<file path="src/rtl/multu_unit_pkg.sv">
// Shared processor definitions for the multicycle unsigned multiplier:
// FSM state encodings and the default operand width.
package multu_unit_pkg;

    localparam int MULTU_WIDTH = 32;

    typedef enum logic [1:0] {
        IDLE = 2'd0,
        RUN  = 2'd1,
        DONE = 2'd2
    } multu_state_t;

endpackage

</file>
<file path="src/rtl/multu_unit.sv">
// Multicycle shift-and-add unsigned multiplier (multu) with HI/LO result
// registers; one multiplier bit is retired per RUN cycle.
module multu_unit
    import multu_unit_pkg::*;
#(
    parameter int WIDTH = MULTU_WIDTH,
    parameter int CNT_W = 6
) (
    input  logic             Clk,
    input  logic             reset,
    input  logic             start,
    input  logic [WIDTH-1:0] srca,
    input  logic [WIDTH-1:0] srcb,
    input  logic             hi_lo,
    output logic             busy,
    output logic             done,
    output logic [WIDTH-1:0] hilo_out
);

    multu_state_t       state;
    logic [CNT_W-1:0]   cnt;
    logic [WIDTH-1:0]   mcand;
    logic [WIDTH-1:0]   mplr;
    logic [2*WIDTH-1:0] acc;
    logic [WIDTH-1:0]   hi;
    logic [WIDTH-1:0]   lo;
    logic [WIDTH:0]     sum;

    // Keep the adder carry: it becomes the new MSB after the right shift.
    always_comb begin
        sum = {1'b0, acc[2*WIDTH-1:WIDTH]} + {1'b0, (mplr[0] ? mcand : {WIDTH{1'b0}})};
    end

    always_ff @(posedge Clk or negedge reset) begin
        if (!reset) begin
            state <= IDLE;
            cnt   <= '0;
            mcand <= '0;
            mplr  <= '0;
            acc   <= '0;
            hi    <= '0;
            lo    <= '0;
            done  <= 1'b0;
        end else begin
            done <= 1'b0;
            case (state)
                IDLE: begin
                    // A start coinciding with the done pulse is dropped.
                    if (start && !done) begin
                        mcand <= srca;
                        mplr  <= srcb;
                        acc   <= '0;
                        cnt   <= '0;
                        state <= RUN;
                    end
                end
                RUN: begin
                    acc  <= {sum, acc[WIDTH-1:1]};
                    mplr <= mplr >> 1;
                    cnt  <= cnt + 1'b1;
                    if (cnt == CNT_W'(WIDTH - 1)) begin
                        state <= DONE;
                    end
                end
                DONE: begin
                    hi    <= acc[2*WIDTH-1:WIDTH];
                    lo    <= acc[WIDTH-1:0];
                    done  <= 1'b1;
                    state <= IDLE;
                end
                default: state <= IDLE;
            endcase
        end
    end

    assign busy     = (state == RUN);
    assign hilo_out = hi_lo ? lo : hi;

endmodule

</file>
<file path="config.mk">
export PLATFORM = sky130hd
export DESIGN_NAME = multu_unit
export DESIGN_NICKNAME = d
export VERILOG_FILES = /design/src/rtl/multu_unit_pkg.sv /design/src/rtl/multu_unit.sv
export SDC_FILE = /design/constraint.sdc
export NUM_CORES = 1
export LEC_CHECK = 0
export BUFFER_PORTS_ARGS = -buffer_cell sky130_fd_sc_hd__buf_4
export CORE_ASPECT_RATIO = 1.2
export CORE_MARGIN = 8
export CORE_UTILIZATION = 54
export CTS_CLUSTER_SIZE = 25
export DETAILED_ROUTE_END_ITERATION = 16
export PLACE_DENSITY = 0.73
export REMOVE_ABC_BUFFERS = 1
export SYNTH_ARGS = -nofsm -noshare
export SYNTH_HDL_FRONTEND = slang
export SYNTH_SLANG_ARGS = --single-unit
</file>
<file path="constraint.sdc">
create_clock -name Clk -period 2.6 [get_ports Clk]
set_input_delay 0.52 -clock Clk [delete_from_list [all_inputs] [get_ports Clk]]
set_output_delay 0.52 -clock Clk [all_outputs]
set_load 0.05 [all_outputs]
</file>
==> impl_metrics.env, run 1 <==
export IMPL_outcome="finished, violations left"
export IMPL_failed_checks="setup timing"
export IMPL_fmax_mhz=381
export IMPL_ys_seq_area_share_pct=50.1
export IMPL_ys_ff_latch=201
export IMPL_multi_input_area_um2=5100
export IMPL_start_util_pct=55.0
export IMPL_clkPwrFrac_pct=22.1
export IMPL_die_h_um=165
export IMPL_timing_final_ws_setup_ns=-0.0280
export IMPL_final_period_utilization_pct=101
export IMPL_dpl_hpwl_um=17000
export IMPL_worstSkewPairLatency_ns=0.51
export IMPL_clockBufferDepth=3
export IMPL_power_total_mw=14.1
export IMPL_drt_iter0_drc=456
export IMPL_place_area_um2=11700
export IMPL_cp_max_fo=7
export IMPL_p_sw_mw=5.23
export IMPL_gp_congestion=0.905
export IMPL_h_tree_depth=1
export IMPL_finish_net_count=1298
export IMPL_switching_share_pct=37.1
export IMPL_final_common_cell="nand2_1"
export IMPL_cp_end_kind="flop"
export IMPL_rsz0062_at_grt="true"
export IMPL_fin_area_um2=12800
export IMPL_overflow=0
export IMPL_synth_top_flop_cell="dfrtp_1"
export IMPL_async_flop_share_pct=100
export IMPL_hp_class="input port to async pin"
export IMPL_drc=0
export IMPL_syn_avg_cell_area_um2=9.74
export IMPL_dieWidth_um=140
export IMPL_p_leak_nw=5.86
export IMPL_fillers=1411
export IMPL_cp_buffers_inverters=2
export IMPL_grt_pass1_vias=8161
export IMPL_critPathRequiredTime_ns=2.99
export IMPL_dieArea_um2=23200
export IMPL_syn_cell_area_um2=10000
export IMPL_area_growth_syn_to_layout_pct=27.1
export IMPL_num_rows=54
export IMPL_pwr_share_seq_pct=33.5
export IMPL_combPwrFrac_pct=44.4
export IMPL_cts_buffers=21
export IMPL_cp_start_kind="flop"
export IMPL_ant_nets=0
export IMPL_setup_viol=2
export IMPL_finalClockSkew_ns=0.0170
export IMPL_cellInternalPower_mw=8.87
export IMPL_synth_largest_area_cell="dfrtp_1"
export IMPL_firstDrtPassIters=5
export IMPL_maxSlewHeadroom_pct=60.1
export IMPL_criticalPathCategory="flop to flop"
export IMPL_drv_slew=0
export IMPL_cpMostUsedCell="o21a_1"
export IMPL_worst_pin_slew_ns=0.598
export IMPL_final_cell_mix="nand2_1 (217), dfrtp_1 (200), buf_4 (188), mux2_2 (96), nor2_1 (86)"
export IMPL_io_pins=102
export IMPL_yosysWarningCount=0
export IMPL_synth_cells=1031
export IMPL_final_cells=1434
export IMPL_crit_path_top_delay_cell="dfrtp_2"
export IMPL_io_buffers=101
export IMPL_layout_drive_gt1_share_pct=32.4
export IMPL_antenna_found_initial=0
export IMPL_synth_cell_types=57
export IMPL_dp_cells=1391
export IMPL_drt_wl_total_um=24700
export IMPL_synth_area_leaders="dfrtp_1 (50%), mux2_2 (11%), nand2_1 (8.1%), ha_1 (4.1%), nor2_1 (3.3%)"
export IMPL_whs_ns=0.0317
export IMPL_ir_drop_uv=567
export IMPL_root_buffer="clkbuf_16"
export IMPL_cp_top_family="compound AO/OA/AOI/OAI gates"
export IMPL_synth_top_area_share_pct=50.1
export IMPL_drv_cap=0
export IMPL_hold_viol_final=0
export IMPL_vias=8010
export IMPL_wl_per_cell_um=17.2
export IMPL_crit_arrival_ns=3.02
export IMPL_crit_path_cell_trace="buf_6 -> and2_4 -> ha_4 -> inv_2 -> fa_2 -> nor2b_4 -> o2111ai_4 -> a21oi_2 -> o21a_1 -> o21a_1 -> or3_1 -> a32o_1"
export IMPL_diodes=0
export IMPL_synth_edff_count=0
export IMPL_core_region_area_um2=18200
export IMPL_p_per_area_nw_per_um2=1110
export IMPL_via_per_inst=5.59
export IMPL_register_area_um2=5030
export IMPL_cts_tree="yes"
export IMPL_cts_sinks=201
export IMPL_grt_max_degree=110
export IMPL_grt_util_all_layers_pct=21.1
export IMPL_cts_clk_slew_worst_paths_ns=0.06
export IMPL_grt_pass1_wl_um=40400
export IMPL_period_needed_ns=2.63
export IMPL_slowest_delay_ns=0.43
## cell usage after synthesis (all sizes together), types with 3 or more instances
cell type,count
nand2,217
nor2,88
nand2b,6
a31oi,5
and3,3
or2,4
o21ai,56
clkbuf,36
a21boi,3
mux2,96
o22ai,32
buf,22
mux2i,3
ha,33
a22o,3
nand3,51
and2,35
a21oi,32
o21a,6
o211ai,7
o31ai,6
nand4,9
a211oi,4
nor2b,4
a21o,5
or3,3
inv,7
dfrtp,201
nor3,8
xnor2,11
xor2,12
## cell families after synthesis
logic type	synth area share, %
adder cells (fa/ha/maj)	4.31
XOR/XNOR	2.01
AO/OA/AOI/OAI	11.1
flip-flops	50.1
multiplexers	11.1
buffers and inverters	2.55
AND/OR/NAND/NOR	18.8
## cell type report
cell class	instances	share of cell area (%)
clock buffers	23	4.33
clock inverters	14	1.29
inverters	7	0.206
multi-input cells	765	40.0
flip-flops and latches	201	39.4
well taps	224	2.20
repair buffers	200	12.6
## layer usage
layer  track usage [%]  part of all wire [%]  vias to the layer above
met5                 0                     0                        -
met4              5.04                   1.6                        0
met3              2.90                   5.0                       30
met2              34.8                    48                      169
met1              29.0                    46                     3881
li1                  -                     -                     3930
## power groups by stage
stage | registers [mW] | logic, mW | clock network [mW]
after floorplan | 4.45 | 3.51 | 0
final | 4.72 | 6.27 | 3.11
after CTS | 4.67 | 5.75 | 3.18
after global routing | 4.82 | 6.94 | 3.30
after global placement | 4.70 | 5.46 | 0
after detailed placement | 4.73 | 5.60 | 0
## worst reg2reg max path: stages (launching register included)
cell and delay, ns:
dfrtp_2 0.43, buf_6 0.14, and2_4 0.14, ha_4 0.15, inv_2 0.05, fa_2 0.23
nor2b_4 0.06, o2111ai_4 0.26, a21oi_2 0.09, o21a_1 0.20, o21a_1 0.19, or3_1 0.34
a32o_1 0.23
## path summary, 6_finish.rpt
path                                         end  cells after the start                   from  slack, ns
max reg2reg                  acc[41]$_DFFE_PN0P_                     12    mplr[0]$_DFFE_PN0P_      -0.03
min in group Clk            mcand[3]$_DFFE_PN0P_                      3                srca[3]       0.20
max                          acc[41]$_DFFE_PN0P_                     12    mplr[0]$_DFFE_PN0P_      -0.03
min                               done$_DFF_PN0_                      1                  reset       0.03
max in group asynchronous     lo[20]$_DFFE_PN0P_                      2                  reset       1.85
min reg2reg                mcand[21]$_DFFE_PN0P_                      2  mcand[21]$_DFFE_PN0P_       0.47
## what timing repair did
| item | 4_1_cts | 5_1_grt |
|---|---|---|
| pin swaps | 5 | 32 |
| buffers inserted | 2 | 5 |
| hold buffers | 0 | 0 |
| gates cloned | 0 | 0 |
| setup endpoints to repair | 19 | 20 |
| resized for setup | 14 | 61 |
| endpoints found under the hold margin | 0 | 0 |
## flip-flops by register name, indices dropped and copies added (netlist names)
register,flops
done,1
mplr,32
cnt,6
hi,32
lo,32
state,2
mcand,32
acc,64
## per-stage QoR
stage	TNS, ns	util, %	setup WS (ns)
final	-0.0387	70.0	-0.0280
after global routing	-0.770	70.0	-0.181
after CTS	-0.0307	68.2	-0.0307
after detailed placement	-2.43	63.9	-0.234
after global placement	-1.07	63.9	-0.151
after floorplan	-255.75	-	-2.74
No activity file was read; power rests on OpenSTA's default activity.
==> run 2: changes to the inputs <==
BUFFER_PORTS_ARGS = default   (was -buffer_cell sky130_fd_sc_hd__buf_4)
CORE_ASPECT_RATIO = 0.6   (was 1.2)
CORE_UTILIZATION = 58   (was 54)
DONT_BUFFER_PORTS = 1   (was default)
GPL_ROUTABILITY_DRIVEN = 0   (was default)
PLACE_DENSITY = 0.72   (was 0.73)
==> impl_metrics.env, run 2 (synthesis results as in run 1) <==
export IMPL_overflow=0
export IMPL_worstSkewPairLatency_ns=0.50
export IMPL_criticalPathCategory="flop to flop"
export IMPL_ant_nets=0
export IMPL_slowest_delay_ns=0.46
export IMPL_grt_max_degree=202
export IMPL_cp_buffers_inverters=2
export IMPL_io_buffers=0
export IMPL_io_pins=102
export IMPL_setup_viol=0
export IMPL_maxSlewHeadroom_pct=67.4
export IMPL_grtUsageMet1_pct=36.5
export IMPL_final_period_utilization_pct=99.6
export IMPL_core_region_area_um2=17000
export IMPL_crit_path_top_delay_cell="dfrtp_2"
export IMPL_reg2reg_from="mplr[0]$_DFFE_PN0P_"
export IMPL_diodes=0
export IMPL_fmax_mhz=386
export IMPL_final_common_cell="nand2_1"
export IMPL_dieArea_um2=21900
export IMPL_hold_viol_final=201
export IMPL_crit_arrival_ns=2.97
export IMPL_regMostFlops="acc"
export IMPL_area_growth_syn_to_layout_pct=16.5
export IMPL_r2r_slack_ns=0.01
export IMPL_cp_start_kind="flop"
export IMPL_largest_register_ffs=64
export IMPL_met3_usage_pct=7.24
export IMPL_critPathRequiredTime_ns=2.98
export IMPL_finalClockSkew_ns=0.0104
export IMPL_cts_buffers=20
export IMPL_p_leak_nw=5.25
export IMPL_grt_util_met2_pct=28.4
export IMPL_finalCoreUtilization_pct=68.7
export IMPL_ir_drop_uv=636
export IMPL_drc=0
export IMPL_rsz0062_at_grt="true"
export IMPL_grt_util_all_layers_pct=22.5
export IMPL_firstDrtPassIters=5
export IMPL_start_util_pct=58.9
export IMPL_whs_ns=-0.289
export IMPL_period_needed_ns=2.59
export IMPL_dpl_hpwl_um=17400
export IMPL_failed_checks="hold timing"
export IMPL_hp_class="input port to async pin"
export IMPL_busiest_layer="met1"
export IMPL_outcome="finished, violations left"
export IMPL_finish_net_count=1180
export IMPL_dp_cells=1284
export IMPL_p_per_area_nw_per_um2=1170
export IMPL_grt_pass1_wl_um=40100
export IMPL_drt_iter0_drc=858
export IMPL_drt_wl_total_um=25000
export IMPL_wl_per_cell_um=18.9
export IMPL_die_h_um=118
export IMPL_fillers=1347
export IMPL_h_tree_depth=1
export IMPL_grt_pass1_vias=7338
export IMPL_cts_sinks=201
export IMPL_layout_drive_gt1_share_pct=23.9
export IMPL_cp_end_kind="flop"
export IMPL_num_rows=37
export IMPL_final_cells=1324
export IMPL_antenna_found_initial=1
export IMPL_r2r_end="acc[45]$_DFFE_PN0P_"
export IMPL_r2r_cells=10
export IMPL_cp_max_fo=17
export IMPL_cts_clk_slew_worst_paths_ns=0.06
export IMPL_final_cell_mix="nand2_1 (217), dfrtp_1 (200), mux2_2 (96), nor2_1 (86), buf_4 (78)"
export IMPL_crit_path_cell_trace="buf_12 -> and2_1 -> ha_1 -> a21oi_2 -> a21boi_0 -> a311oi_2 -> a21boi_4 -> buf_4 -> xor2_1 -> o21ai_0"
export IMPL_via_per_inst=5.82
export IMPL_drv_slew=0
export IMPL_worst_pin_slew_ns=0.490
export IMPL_dieWidth_um=186
export IMPL_cts_tree="yes"
export IMPL_power_total_mw=13.6
export IMPL_root_buffer="clkbuf_16"
export IMPL_clockBufferDepth=3
export IMPL_cp_top_family="compound AO/OA/AOI/OAI gates"
export IMPL_vias=7704
export IMPL_drv_cap=0
run 2: worst max-delay path by stage:
stage                                    start                  end  cells past startpoint
after floorplan           state[1]$_DFFE_PN0P_   cnt[3]$_DFFE_PN0P_                      5
after global placement     mplr[0]$_DFFE_PN0P_  acc[59]$_DFFE_PN0P_                     12
after detailed placement   mplr[0]$_DFFE_PN0P_  acc[59]$_DFFE_PN0P_                     12
after CTS                  mplr[0]$_DFFE_PN0P_  acc[45]$_DFFE_PN0P_                     10
after global routing       mplr[0]$_DFFE_PN0P_  acc[56]$_DFFE_PN0P_                     10
final                      mplr[0]$_DFFE_PN0P_  acc[45]$_DFFE_PN0P_                     10
run 2: where the power goes:
part	total, mW	leakage, nW	internal, mW	switching (mW)
combinational	5.91	2.50	2.73	3.18
clock	2.92	0.324	1.71	1.21
sequential	4.80	2.42	3.98	0.813
total	13.6	5.25	8.43	5.20
run 2: cell type report:
type	count	area [um2]	share of cell area (%)
clock buffer	28	561	4.79
clock inverter	6	103	0.877
inverter	7	26.3	0.225
multi-input combinational	765	5020	42.9
sequential	201	5030	43.0
tap	234	293	2.50
timing repair buffer	83	668	5.71
run 2: layer usage:
layer | wire [um] | share of wire (%)
met2 | 9650 | 39
met3 | 2650 | 11
met4 | 308 | 1.2
met5 | 15 | 0.060
met1 | 12400 | 50
run 2: per-stage QoR:
stage / setup slack [ns] / instance area [um2] / hold WS [ns] / setup TNS, ns
CTS: -0.0181 / 11400 / -0.301 / -0.0181
detailed placement: -0.112 / 10700 / 0.230 / -0.608
finish: 0.00995 / 11700 / -0.289 / 0
global route: -0.120 / 11700 / -0.304 / -0.819
global placement: -0.0732 / 10700 / 0.233 / -0.127
floorplan: -2.74 / 9810 / 0.224 / -255.75
run 2: timing repair:
action / 4_1_cts / 5_1_grt
pin swaps: 1 / 18
endpoints found under the setup margin: 13 / 20
resized for setup: 10 / 43
hold endpoints to repair: 201 / 201
setup buffers: 0 / 6
==> run 3: changes to the inputs <==
CORE_ASPECT_RATIO = default   (was 0.6)
==> impl_metrics.env, run 3 (synthesis results as in run 1) <==
export IMPL_outcome="finished, violations left"
export IMPL_failed_checks="hold timing, setup timing"
export IMPL_grt_max_degree=202
export IMPL_p_per_area_nw_per_um2=1170
export IMPL_layout_drive_gt1_share_pct=23.9
export IMPL_finalCoreUtilization_pct=68.9
export IMPL_die_h_um=148
export IMPL_overflow=0
export IMPL_grt_pass1_wl_um=38400
export IMPL_start_util_pct=58.7
export IMPL_rsz0062_at_grt="true"
export IMPL_dieArea_um2=21800
export IMPL_final_cell_mix="nand2_1 (217), dfrtp_1 (200), mux2_2 (96), nor2_1 (88), buf_4 (82)"
export IMPL_maxSlewHeadroom_pct=38.0
export IMPL_antenna_found_initial=0
export IMPL_ir_drop_uv=594
export IMPL_critPathRequiredTime_ns=3.04
export IMPL_num_rows=48
export IMPL_hold_viol_final=201
export IMPL_ant_nets=0
export IMPL_grt_pass1_vias=7558
export IMPL_finish_net_count=1185
export IMPL_cts_buffers=22
export IMPL_drt_wl_total_um=23000
export IMPL_final_common_cell="nand2_1"
export IMPL_timing_final_ws_setup_ns=-0.0334
export IMPL_diodes=0
export IMPL_cts_sinks=201
export IMPL_core_region_area_um2=17100
export IMPL_fmax_mhz=380
export IMPL_firstDrtPassIters=5
export IMPL_area_growth_syn_to_layout_pct=17.5
export IMPL_largest_register_ffs=64
export IMPL_clockBufferDepth=3
export IMPL_dieWidth_um=148
export IMPL_cts_clk_slew_worst_paths_ns=0.06
export IMPL_h_tree_depth=1
export IMPL_drv_cap=0
export IMPL_io_buffers=0
export IMPL_power_total_mw=13.8
export IMPL_setup_viol=4
export IMPL_regMostFlops="acc"
export IMPL_final_period_utilization_pct=101
export IMPL_vias=7570
export IMPL_wl_per_cell_um=17.4
export IMPL_via_per_inst=5.72
export IMPL_drc=0
export IMPL_worstSkewPairLatency_ns=0.50
export IMPL_finalClockSkew_ns=0.0110
export IMPL_cp_end_kind="flop"
export IMPL_drt_iter0_drc=503
export IMPL_cp_start_kind="flop"
export IMPL_drv_slew=0
export IMPL_grt_util_all_layers_pct=21.3
export IMPL_crit_arrival_ns=3.07
export IMPL_cts_tree="yes"
export IMPL_cp_max_fo=7
export IMPL_worst_pin_slew_ns=0.926
export IMPL_p_leak_nw=5.35
export IMPL_io_pins=102
export IMPL_criticalPathCategory="flop to flop"
export IMPL_whs_ns=-0.286
export IMPL_root_buffer="clkbuf_16"
export IMPL_period_needed_ns=2.63
export IMPL_dpl_hpwl_um=15200
export IMPL_hp_class="input port to async pin"
## run 3: cell count changes in the layout (fill, tap and decap cells not counted), moves of 3 or more
cell	delta
nor3_1	+3
o21ai_1	+3
ha_1	+4
clkbuf_1	-3
nor3_2	-3
bufinv_16	+3
buf_4	+4
ha_4	-3
## run 3: metal layers
layer  part of all wire, %  track usage, %  vias to the layer above
met4                   1.4            4.69                        0
met5                     0               0                        -
met1                    46            30.5                     3671
li1                      -               -                     3689
met2                    45            32.3                      180
met3                   7.2            4.98                       30
## run 3: repair_timing
action,in CTS,in global routing
pin swaps,5,12
resized for setup,18,30
endpoints found under the hold margin,201,201
setup buffers,1,4
setup endpoints to repair,15,18
## run 3: area by class of cell
type | instances | area, um2
Clock buffer | 29 | 627
Clock inverter | 11 | 200
Fill cell | 1317 | 5320
Inverter | 7 | 26.3
Multi-Input combinational cell | 765 | 4950
Sequential cell | 201 | 5030
Tap cell | 225 | 282
Timing Repair Buffer | 86 | 678
## run 3: stage by stage
| stage | cell area [um2] | worst slack, ns | std cells | hold WS [ns] | TNS, ns |
|---|---|---|---|---|---|
| final | 11800 | -0.0334 | 1324 | -0.286 | -0.104 |
| after global routing | 11800 | -0.147 | 1324 | -0.311 | -1.19 |
| after CTS | 11600 | -0.0371 | 1320 | -0.310 | -0.125 |
| after detailed placement | 10800 | -0.150 | 1279 | 0.228 | -1.05 |
| after global placement | 10800 | -0.0968 | 1279 | 0.229 | -0.436 |
| after floorplan | 9810 | -2.74 | 973 | 0.224 | -255.75 |
## run 3: path summary, 6_finish.rpt
kind | start | to | slack, ns | cells after the start
worst max-delay path | mplr[0]$_DFFE_PN0P_ | acc[59]$_DFFE_PN0P_ | -0.03 | 11
worst min-delay path | reset | mplr[14]$_DFFE_PN0P_ | -0.29 | 0
worst max register to register | mplr[0]$_DFFE_PN0P_ | acc[59]$_DFFE_PN0P_ | -0.03 | 11
worst min register to register | mcand[10]$_DFFE_PN0P_ | mcand[10]$_DFFE_PN0P_ | 0.47 | 2
max in group asynchronous | reset | mcand[6]$_DFFE_PN0P_ | 2.37 | 0
min in group Clk | srca[10] | mcand[10]$_DFFE_PN0P_ | 0.12 | 2
## run 3: where the power goes
part,internal [mW],total (mW),switching [mW]
Clock,2.20,3.43,1.23
Sequential,3.99,4.72,0.735
Combinational,2.70,5.64,2.94
## run 3: critical path: stages (launching register included)
cell,delay (ns)
dfrtp_2,0.46
buf_4,0.18
and2_1,0.14
ha_1,0.28
and3_1,0.16
a22o_1,0.24
or2_4,0.25
a211o_4,0.35
a31oi_4,0.19
buf_6,0.13
nand4_1,0.09
nand3_1,0.10
